===== src/rtl/alarm_code_tx_pkg.sv =====
// alarm_tx_pkg: shared types and constants for the alarm code transmitter.
//   tx_state_t  : transmitter FSM states
//   CODE_W      : width of one alarm code
//   DATA_BITS   : data bits per frame
//   FRAME_BITS  : total bits per frame (start + data + optional parity + stop)
// Optional feature macro: ALARM_TX_PARITY_EN (adds an even-parity bit per frame).
package alarm_tx_pkg;

  localparam int CODE_W    = 3;
  localparam int DATA_BITS = 3;

`ifdef ALARM_TX_PARITY_EN
  localparam int FRAME_BITS = 6;
`else
  localparam int FRAME_BITS = 5;
`endif

  typedef enum logic [2:0] {
    IDLE   = 3'd0,
    START  = 3'd1,
    DATA   = 3'd2,
    PARITY = 3'd3,
    STOP   = 3'd4
  } tx_state_t;

  // Even parity: ones in the code plus this bit always total an even number.
  function automatic logic even_parity(input logic [CODE_W-1:0] code);
    return ^code;
  endfunction

endpackage


===== src/rtl/alarm_code_tx_if.sv =====
// alarm_code_tx_if: code strobe input plus serial/status outputs of the
// alarm code transmitter.
//   code_in    : alarm code, sampled when code_valid=1
//   code_valid : one-cycle write strobe
//   tx         : serial line, idles high
//   busy       : frame in flight or codes pending
//   overflow   : one-cycle pulse when a code is dropped
//   fifo_count : number of pending codes (excluding the frame in flight)
// Modports: master (code producer), slave (transmitter).
interface alarm_code_tx_if
  import alarm_tx_pkg::*;
#(
  parameter int FIFO_DEPTH = 4
) ();

  logic [CODE_W-1:0]            code_in;
  logic                         code_valid;
  logic                         tx;
  logic                         busy;
  logic                         overflow;
  logic [$clog2(FIFO_DEPTH):0]  fifo_count;

  modport master (
    output code_in, code_valid,
    input  tx, busy, overflow, fifo_count
  );

  modport slave (
    input  code_in, code_valid,
    output tx, busy, overflow, fifo_count
  );

endinterface


===== src/rtl/alarm_code_fifo.sv =====
// alarm_code_fifo: synchronous FIFO with asynchronous active-low reset.
//   clk, reset : clock and async active-low reset (flushes the FIFO)
//   push_i     : write wdata_i (ignored when full unless popping together)
//   pop_i      : remove head entry (ignored when empty)
//   wdata_i    : write data
//   rdata_o    : head entry (valid when not empty)
//   full_o     : DEPTH entries held
//   empty_o    : no entries held
//   count_o    : number of entries held
module alarm_code_fifo #(
  parameter int DEPTH = 4,
  parameter int WIDTH = 3
) (
  input  logic                     clk,
  input  logic                     reset,
  input  logic                     push_i,
  input  logic                     pop_i,
  input  logic [WIDTH-1:0]         wdata_i,
  output logic [WIDTH-1:0]         rdata_o,
  output logic                     full_o,
  output logic                     empty_o,
  output logic [$clog2(DEPTH):0]   count_o
);

  localparam int AW = $clog2(DEPTH);
  localparam int CW = AW + 1;

  logic [WIDTH-1:0] mem_q [DEPTH];
  logic [AW-1:0]    wr_ptr_q, wr_ptr_d;
  logic [AW-1:0]    rd_ptr_q, rd_ptr_d;
  logic [CW-1:0]    count_q, count_d;
  logic             do_push_s;
  logic             do_pop_s;

  assign full_o  = (count_q == CW'(DEPTH));
  assign empty_o = (count_q == {CW{1'b0}});
  assign rdata_o = mem_q[rd_ptr_q];
  assign count_o = count_q;

  // A full FIFO still accepts a write when the head leaves in the same cycle.
  assign do_pop_s  = pop_i && !empty_o;
  assign do_push_s = push_i && (!full_o || do_pop_s);

  // Next pointer and occupancy values.
  always_comb begin
    wr_ptr_d = wr_ptr_q;
    rd_ptr_d = rd_ptr_q;
    count_d  = count_q;
    if (do_push_s) begin
      wr_ptr_d = wr_ptr_q + AW'(1);
    end else begin
      wr_ptr_d = wr_ptr_q;
    end
    if (do_pop_s) begin
      rd_ptr_d = rd_ptr_q + AW'(1);
    end else begin
      rd_ptr_d = rd_ptr_q;
    end
    case ({do_push_s, do_pop_s})
      2'b10:   count_d = count_q + CW'(1);
      2'b01:   count_d = count_q - CW'(1);
      default: count_d = count_q;
    endcase
  end

  // Pointer and occupancy registers; reset flushes the queue.
  always_ff @(posedge clk or negedge reset) begin
    if (!reset) begin
      wr_ptr_q <= {AW{1'b0}};
      rd_ptr_q <= {AW{1'b0}};
      count_q  <= {CW{1'b0}};
    end else begin
      wr_ptr_q <= wr_ptr_d;
      rd_ptr_q <= rd_ptr_d;
      count_q  <= count_d;
    end
  end

  // Storage array; contents need no reset because the pointers gate reads.
  always_ff @(posedge clk) begin
    if (do_push_s) begin
      mem_q[wr_ptr_q] <= wdata_i;
    end
  end

endmodule


===== src/rtl/alarm_code_tx.sv =====
// alarm_code_tx: buffers 3-bit alarm codes and sends each one as a framed,
// LSB-first serial word: start(0), code[0..2], [even parity], stop(1).
//   clk   : system clock
//   reset : asynchronous active-low reset; aborts any frame, line goes high
//   bus   : alarm_code_tx_if.slave (code_in, code_valid, tx, busy,
//           overflow, fifo_count)
// Parameters: CLKS_PER_BIT (>=2), FIFO_DEPTH (power of 2, >=2).
// Optional feature macro: ALARM_TX_PARITY_EN (adds the PARITY bit/state).
module alarm_code_tx
  import alarm_tx_pkg::*;
#(
  parameter int CLKS_PER_BIT = 16,
  parameter int FIFO_DEPTH   = 4
) (
  input  logic           clk,
  input  logic           reset,
  alarm_code_tx_if.slave bus
);

  localparam int BAUD_W = $clog2(CLKS_PER_BIT);
  localparam int CW     = $clog2(FIFO_DEPTH) + 1;
  localparam logic [BAUD_W-1:0] BAUD_LAST = BAUD_W'(CLKS_PER_BIT - 1);
  localparam logic [1:0]        BIT_LAST  = 2'(DATA_BITS - 1);

  tx_state_t          state_q, state_d;
  logic [BAUD_W-1:0]  baud_q, baud_d;
  logic [1:0]         bit_idx_q, bit_idx_d;
  logic [CODE_W-1:0]  shift_q, shift_d;
`ifdef ALARM_TX_PARITY_EN
  logic               parity_q, parity_d;
`endif
  logic               tx_q, tx_d;
  logic               busy_q, busy_d;
  logic               ovf_q, ovf_d;

  logic               full_s, empty_s;
  logic [CW-1:0]      count_s;
  logic [CW-1:0]      count_next_s;
  logic [CODE_W-1:0]  head_s;
  logic               bit_done_s;
  logic               pop_s;
  logic               push_s;

  alarm_code_fifo #(
    .DEPTH (FIFO_DEPTH),
    .WIDTH (CODE_W)
  ) u_fifo (
    .clk     (clk),
    .reset   (reset),
    .push_i  (push_s),
    .pop_i   (pop_s),
    .wdata_i (bus.code_in),
    .rdata_o (head_s),
    .full_o  (full_s),
    .empty_o (empty_s),
    .count_o (count_s)
  );

  assign bit_done_s = (baud_q == BAUD_LAST);

  // A new frame starts from IDLE, or straight out of the last STOP cycle so
  // consecutive frames have no idle gap.
  assign pop_s  = !empty_s && ((state_q == IDLE) || ((state_q == STOP) && bit_done_s));
  assign push_s = bus.code_valid && (!full_s || pop_s);

  // Occupancy after this edge, so busy can rise on the write edge itself.
  assign count_next_s = count_s + CW'(push_s) - CW'(pop_s);

  // FSM, baud counter, bit index and shift register state.
  always_ff @(posedge clk or negedge reset) begin
    if (!reset) begin
      state_q   <= IDLE;
      baud_q    <= {BAUD_W{1'b0}};
      bit_idx_q <= 2'd0;
      shift_q   <= {CODE_W{1'b0}};
`ifdef ALARM_TX_PARITY_EN
      parity_q  <= 1'b0;
`endif
    end else begin
      state_q   <= state_d;
      baud_q    <= baud_d;
      bit_idx_q <= bit_idx_d;
      shift_q   <= shift_d;
`ifdef ALARM_TX_PARITY_EN
      parity_q  <= parity_d;
`endif
    end
  end

  // Next-state logic: one bit time per state, three in DATA.
  always_comb begin
    state_d   = state_q;
    baud_d    = bit_done_s ? {BAUD_W{1'b0}} : (baud_q + BAUD_W'(1));
    bit_idx_d = bit_idx_q;
    shift_d   = shift_q;
`ifdef ALARM_TX_PARITY_EN
    parity_d  = parity_q;
`endif
    case (state_q)
      IDLE: begin
        baud_d = {BAUD_W{1'b0}};
        if (pop_s) begin
          state_d = START;
          shift_d = head_s;
`ifdef ALARM_TX_PARITY_EN
          parity_d = even_parity(head_s);
`endif
        end else begin
          state_d = IDLE;
        end
      end
      START: begin
        if (bit_done_s) begin
          state_d   = DATA;
          bit_idx_d = 2'd0;
        end else begin
          state_d = START;
        end
      end
      DATA: begin
        if (bit_done_s) begin
          shift_d = {1'b0, shift_q[CODE_W-1:1]};
          if (bit_idx_q == BIT_LAST) begin
            bit_idx_d = 2'd0;
`ifdef ALARM_TX_PARITY_EN
            state_d = PARITY;
`else
            state_d = STOP;
`endif
          end else begin
            bit_idx_d = bit_idx_q + 2'd1;
          end
        end else begin
          state_d = DATA;
        end
      end
`ifdef ALARM_TX_PARITY_EN
      PARITY: begin
        if (bit_done_s) begin
          state_d = STOP;
        end else begin
          state_d = PARITY;
        end
      end
`endif
      STOP: begin
        if (bit_done_s) begin
          if (pop_s) begin
            state_d = START;
            shift_d = head_s;
`ifdef ALARM_TX_PARITY_EN
            parity_d = even_parity(head_s);
`endif
          end else begin
            state_d = IDLE;
          end
        end else begin
          state_d = STOP;
        end
      end
      default: begin
        state_d = IDLE;
        baud_d  = {BAUD_W{1'b0}};
      end
    endcase
  end

  // Output logic: line level follows the state being entered so tx is a
  // plain register with no combinational path to the pins.
  always_comb begin
    tx_d = 1'b1;
    case (state_d)
      IDLE:   tx_d = 1'b1;
      START:  tx_d = 1'b0;
      DATA:   tx_d = shift_d[0];
`ifdef ALARM_TX_PARITY_EN
      PARITY: tx_d = parity_d;
`endif
      STOP:   tx_d = 1'b1;
      default: tx_d = 1'b1;
    endcase
    busy_d = (state_d != IDLE) || (count_next_s != {CW{1'b0}});
    ovf_d  = bus.code_valid && !push_s;
  end

  // Registered outputs; reset forces the line high immediately.
  always_ff @(posedge clk or negedge reset) begin
    if (!reset) begin
      tx_q   <= 1'b1;
      busy_q <= 1'b0;
      ovf_q  <= 1'b0;
    end else begin
      tx_q   <= tx_d;
      busy_q <= busy_d;
      ovf_q  <= ovf_d;
    end
  end

  assign bus.tx         = tx_q;
  assign bus.busy       = busy_q;
  assign bus.overflow   = ovf_q;
  assign bus.fifo_count = count_s;

endmodule


===== src/flat_wrapper.sv =====
// flat-port wrapper written by rule: the top's interface ports become plain ports
module alarm_code_tx_flat import alarm_tx_pkg::*;
#(
  parameter int CLKS_PER_BIT = 16,
  parameter int FIFO_DEPTH   = 4
)
  (clk, reset, bus_code_in, bus_code_valid, bus_tx, bus_busy, bus_overflow, bus_fifo_count);
  alarm_code_tx_if #(.FIFO_DEPTH(FIFO_DEPTH)) bus_i ();
  input  logic clk;
  input  logic reset;
  input wire logic [$bits(bus_i.code_in)-1:0] bus_code_in;
  input wire logic [$bits(bus_i.code_valid)-1:0] bus_code_valid;
  output wire logic [$bits(bus_i.tx)-1:0] bus_tx;
  output wire logic [$bits(bus_i.busy)-1:0] bus_busy;
  output wire logic [$bits(bus_i.overflow)-1:0] bus_overflow;
  output wire logic [$bits(bus_i.fifo_count)-1:0] bus_fifo_count;
  assign bus_i.code_in = bus_code_in;
  assign bus_i.code_valid = bus_code_valid;
  assign bus_tx = bus_i.tx;
  assign bus_busy = bus_i.busy;
  assign bus_overflow = bus_i.overflow;
  assign bus_fifo_count = bus_i.fifo_count;
  alarm_code_tx #(.CLKS_PER_BIT(CLKS_PER_BIT), .FIFO_DEPTH(FIFO_DEPTH)) u_core (.clk(clk), .reset(reset), .bus(bus_i));
endmodule

===== config.mk =====
export PLATFORM = sky130hd
export DESIGN_NAME = alarm_code_tx_flat
export DESIGN_NICKNAME = d
export VERILOG_FILES = /design/src/rtl/alarm_code_tx_pkg.sv /design/src/rtl/alarm_code_tx_if.sv /design/src/rtl/alarm_code_fifo.sv /design/src/rtl/alarm_code_tx.sv /design/src/flat_wrapper.sv
export SDC_FILE = /design/constraint.sdc
export NUM_CORES = 1
export LEC_CHECK = 0
export BUFFER_PORTS_ARGS = -buffer_cell sky130_fd_sc_hd__buf_2
export CAP_MARGIN = 20
export CELL_PAD_IN_SITES_DETAIL_PLACEMENT = 0
export CELL_PAD_IN_SITES_GLOBAL_PLACEMENT = 1
export CORE_AREA = 2 2 71 66
export CTS_CLUSTER_DIAMETER = 200
export DETAILED_ROUTE_END_ITERATION = 16
export DIE_AREA = 0 0 73 68
export GPL_ROUTABILITY_DRIVEN = 0
export PLACE_DENSITY_LB_ADDON = 0.12
export SETUP_SLACK_MARGIN = 0.4
export SYNTH_ARGS = -nofsm -noshare
export SYNTH_HDL_FRONTEND = slang
export SYNTH_HIERARCHICAL = 1
export SYNTH_SLANG_ARGS = --single-unit

===== constraint.sdc =====
create_clock -name clk -period 2.99 [get_ports clk]
set_clock_uncertainty 0.15 [all_clocks]
set_input_delay 0.598 -clock clk [delete_from_list [all_inputs] [get_ports clk]]
set_output_delay 0.598 -clock clk [all_outputs]
set_load 0.02 [all_outputs]

==> out/results.ini <==
[place]
dp.cells = 211
dp_hpwl_um = 2230
portBuffers = 11

[finish]
nNetsFinal = 189
fill_cells = 366
area_growth_pct = 23.9
multi_input_area_sq_um = 821
fin_util_pct = 50.2
layoutNonFillerInstCount = 225
drive_gt1_share_pct = 31.4
diodes = 0
seq_area_sq_um = 913

[die]
start_util_pct = 40.6
io_pins = 12
die_h_um = 68
die_x_um = 73
num_rows = 23
core_area_sq_um = 4290
die_area_sq_um = 4960

[clocking]
postCtsHoldBufs = 0
cts_sinks = 34
cts-htree-levels = 2
cts_root_buf = clkbuf_8
insertion_delay_ns = 0.29
clockBufferDepth = 2
numCtsBuffers = 5
clkSlewWorstSetupHoldPaths_ns = 0.07
cts_tree = built

[detailed_routing]
vias_per_cell = 5.09
wl_per_cell_um = 13.7
drt_iter0_markers = 48
ant_nets = 0
dr_total_vias = 1146
route.met3.wl_um = 98
wl_met2_um = 1460
wl_um = 3090
drc = 0
top_layer_used = met4
first_pass_iters = 4
drt-met1-wl_um = 1460

[timing]
finalSetupViolCount = 0
period_minus_slack_ns = 2.98
hold_ws_ns = 0.106
max_slew.worst_pin.slew_ns = 0.477
max_freq_ghz = 0.336
fin_setup_tns_ns = 0
grt_setup_unrepaired = true
final-hold-violation-count = 0
post-route-period-util_pct = 99.6
final_max_slew_viol_count = 0
relSlewSlack_pct = 67.9

[global_route]
grt_pass1_wl_um = 5000
antenna_found_initial = 0
grt_pass1_vias = 1091
grt_max_degree = 23
grt_usage_pct = 13.9
overflow = 0

[worst_setup_path]
r2r_setup_slack_ns = 0.01
cp-start-kind = flip-flop
path_max_fanout = 4
reg2reg_to = u_core/bus.busy$_DFF_PN0_
worstPathArrival_ns = 3.00
path_class = reg2reg
r2r-start = u_core/baud_q[1]$_DFF_PN0_
crit_path_end_kind = flip-flop
worstPathRequired_ns = 3.01
r2r_cells = 10

[yosys]
yosysTopAreaCellShare_pct = 30.2
yosysSeqAreaShare_pct = 52.4
synth_nets = 160
yosys.area.top_type = dfrtp_1
synth.most_common_cell = dfrtp_1
synth_top_cells_by_area = dfrtp_1 30%, edfxtp_1 21%, ha_1 5.0%, mux4_2 3.9%, xor2_1 3.0%
synthArstFlopShare_pct = 64.7
synth_edf_count = 12
synthCells = 145
synth.cell_area_sq_um = 1740
avgSynthCellArea_sq_um = 12.0
yosysWarningCount = 6
synthTopCellsByCount = 21 x dfrtp_1, 12 x edfxtp_1, 12 x inv_1, 7 x a21oi_1, 7 x ha_1
synth.distinct_cells = 43
synthFlopType = dfrtp_1
synth-seq-cells = 34

[status]
status = finished, final reports clean

[run]
max-cap-violations = 0

[power_and_ir_drop]
vdd_ir_drop_max_v = 0.000407
p_per_area_nw_per_um2 = 728
power_mw = 1.57
leakagePower_nw = 0.922

[hold_path]
hp-class = in2async

power by group:
part           internal (mW)  switching (mW)  total (mW)
Combinational          0.220           0.218       0.439
Sequential             0.562          0.0581       0.620
Clock                  0.334           0.175       0.509
layout by cell type, fill, tap and decap left out, types with 5 or more instances in the layout:
| cell | n |
|---|---|
| dfrtp_1 | 20 |
| buf_4 | 14 |
| edfxtp_1 | 12 |
| buf_2 | 11 |
| inv_1 | 11 |
| a21oi_1 | 7 |
| nand2_1 | 6 |
| xor2_1 | 6 |
| nor2_1 | 6 |
| clkbuf_8 | 5 |
| o21ai_0 | 5 |
| xnor2_1 | 5 |
| ha_1 | 5 |
logic make-up after synthesis:
| family | Yosys count | synth area share, % |
|---|---|---|
| fa+ha+maj | 10 | 7.91 |
| xor+xnor | 11 | 5.54 |
| mux | 6 | 5.90 |
| buf+inv | 17 | 3.67 |
| flops | 34 | 52.4 |
| compound gates | 28 | 11.9 |
| simple gates | 39 | 12.7 |
metrics by stage:
stage,worst slack (ns),area [sq um]
final,0.0124,2150
after global routing,-0.101,2150
after CTS,-0.00706,2150
after detailed placement,-0.0182,1940
after global placement,0.0564,1940
after floorplan,-0.0130,1770
registers in the layout, indices dropped and copies added, names as in the netlist:
| signal | count |
|---|---|
| u_core/bus.overflow | 1 |
| u_core/u_fifo/count_o | 3 |
| u_core/bit_idx_q | 2 |
| u_core/u_fifo/rd_ptr_q | 2 |
| u_core/shift_q | 3 |
| u_core/u_fifo/mem_q | 12 |
| u_core/bus.tx | 1 |
| u_core/u_fifo/wr_ptr_q | 2 |
| u_core/state_q | 3 |
| u_core/baud_q | 4 |
| u_core/bus.busy | 1 |
layout make-up:
cell class              instances  share of cell area [%]
clock buffers                   5                    3.19
clock inverters                 3                    3.19
inverters                      13                    2.26
multi-input cells              94                    38.1
flip-flops and latches         34                    42.4
well taps                      50                    2.90
repair buffers                 26                    7.96
repair_timing:
action                                  4_1_cts  5_1_grt
endpoints found under the setup margin        3        3
resized for setup                             8        1
cloned                                        0        0
buffers inserted                              6        0
pin swaps                                     1        1
worst max-delay path by stage:
| stage | startpoint | endpoint | slack, ns | depth (start not counted) |
|---|---|---|---|---|
| 4_1_cts | u_core/baud_q[1]$_DFF_PN0_ | u_core/bus.busy$_DFF_PN0_ | -0.007 | 10 |
| 5_1_grt | u_core/baud_q[1]$_DFF_PN0_ | u_core/bus.busy$_DFF_PN0_ | -0.10 | 10 |
| 2_1_floorplan | u_core/baud_q[0]$_DFF_PN0_ | u_core/bus.busy$_DFF_PN0_ | -0.01 | 10 |
| 3_3_place_gp | u_core/baud_q[0]$_DFF_PN0_ | u_core/bus.busy$_DFF_PN0_ | 0.06 | 10 |
| 6_report | u_core/baud_q[1]$_DFF_PN0_ | u_core/bus.busy$_DFF_PN0_ | 0.01 | 10 |
| 3_5_place_dp | u_core/baud_q[0]$_DFF_PN0_ | u_core/bus.busy$_DFF_PN0_ | -0.02 | 10 |
per-layer routing:
metal / vias up / track usage [%]
met1: 544 / 17.0
met4: 0 / 8.33
met5: - / 0
met3: 7 / 3.98
met2: 21 / 21.8
li1: 574 / -
worst max-delay path: stages (launching register included):
cell	delay, ns
dfrtp_1	0.40
ha_4	0.18
nand3_4	0.08
a2111o_1	0.44
inv_2	0.08
nand2b_1	0.06
o21ai_0	0.08
ha_1	0.18
fa_1	0.40
or4_1	0.51
or3_1	0.31
(Power assumes the default switching activity.)
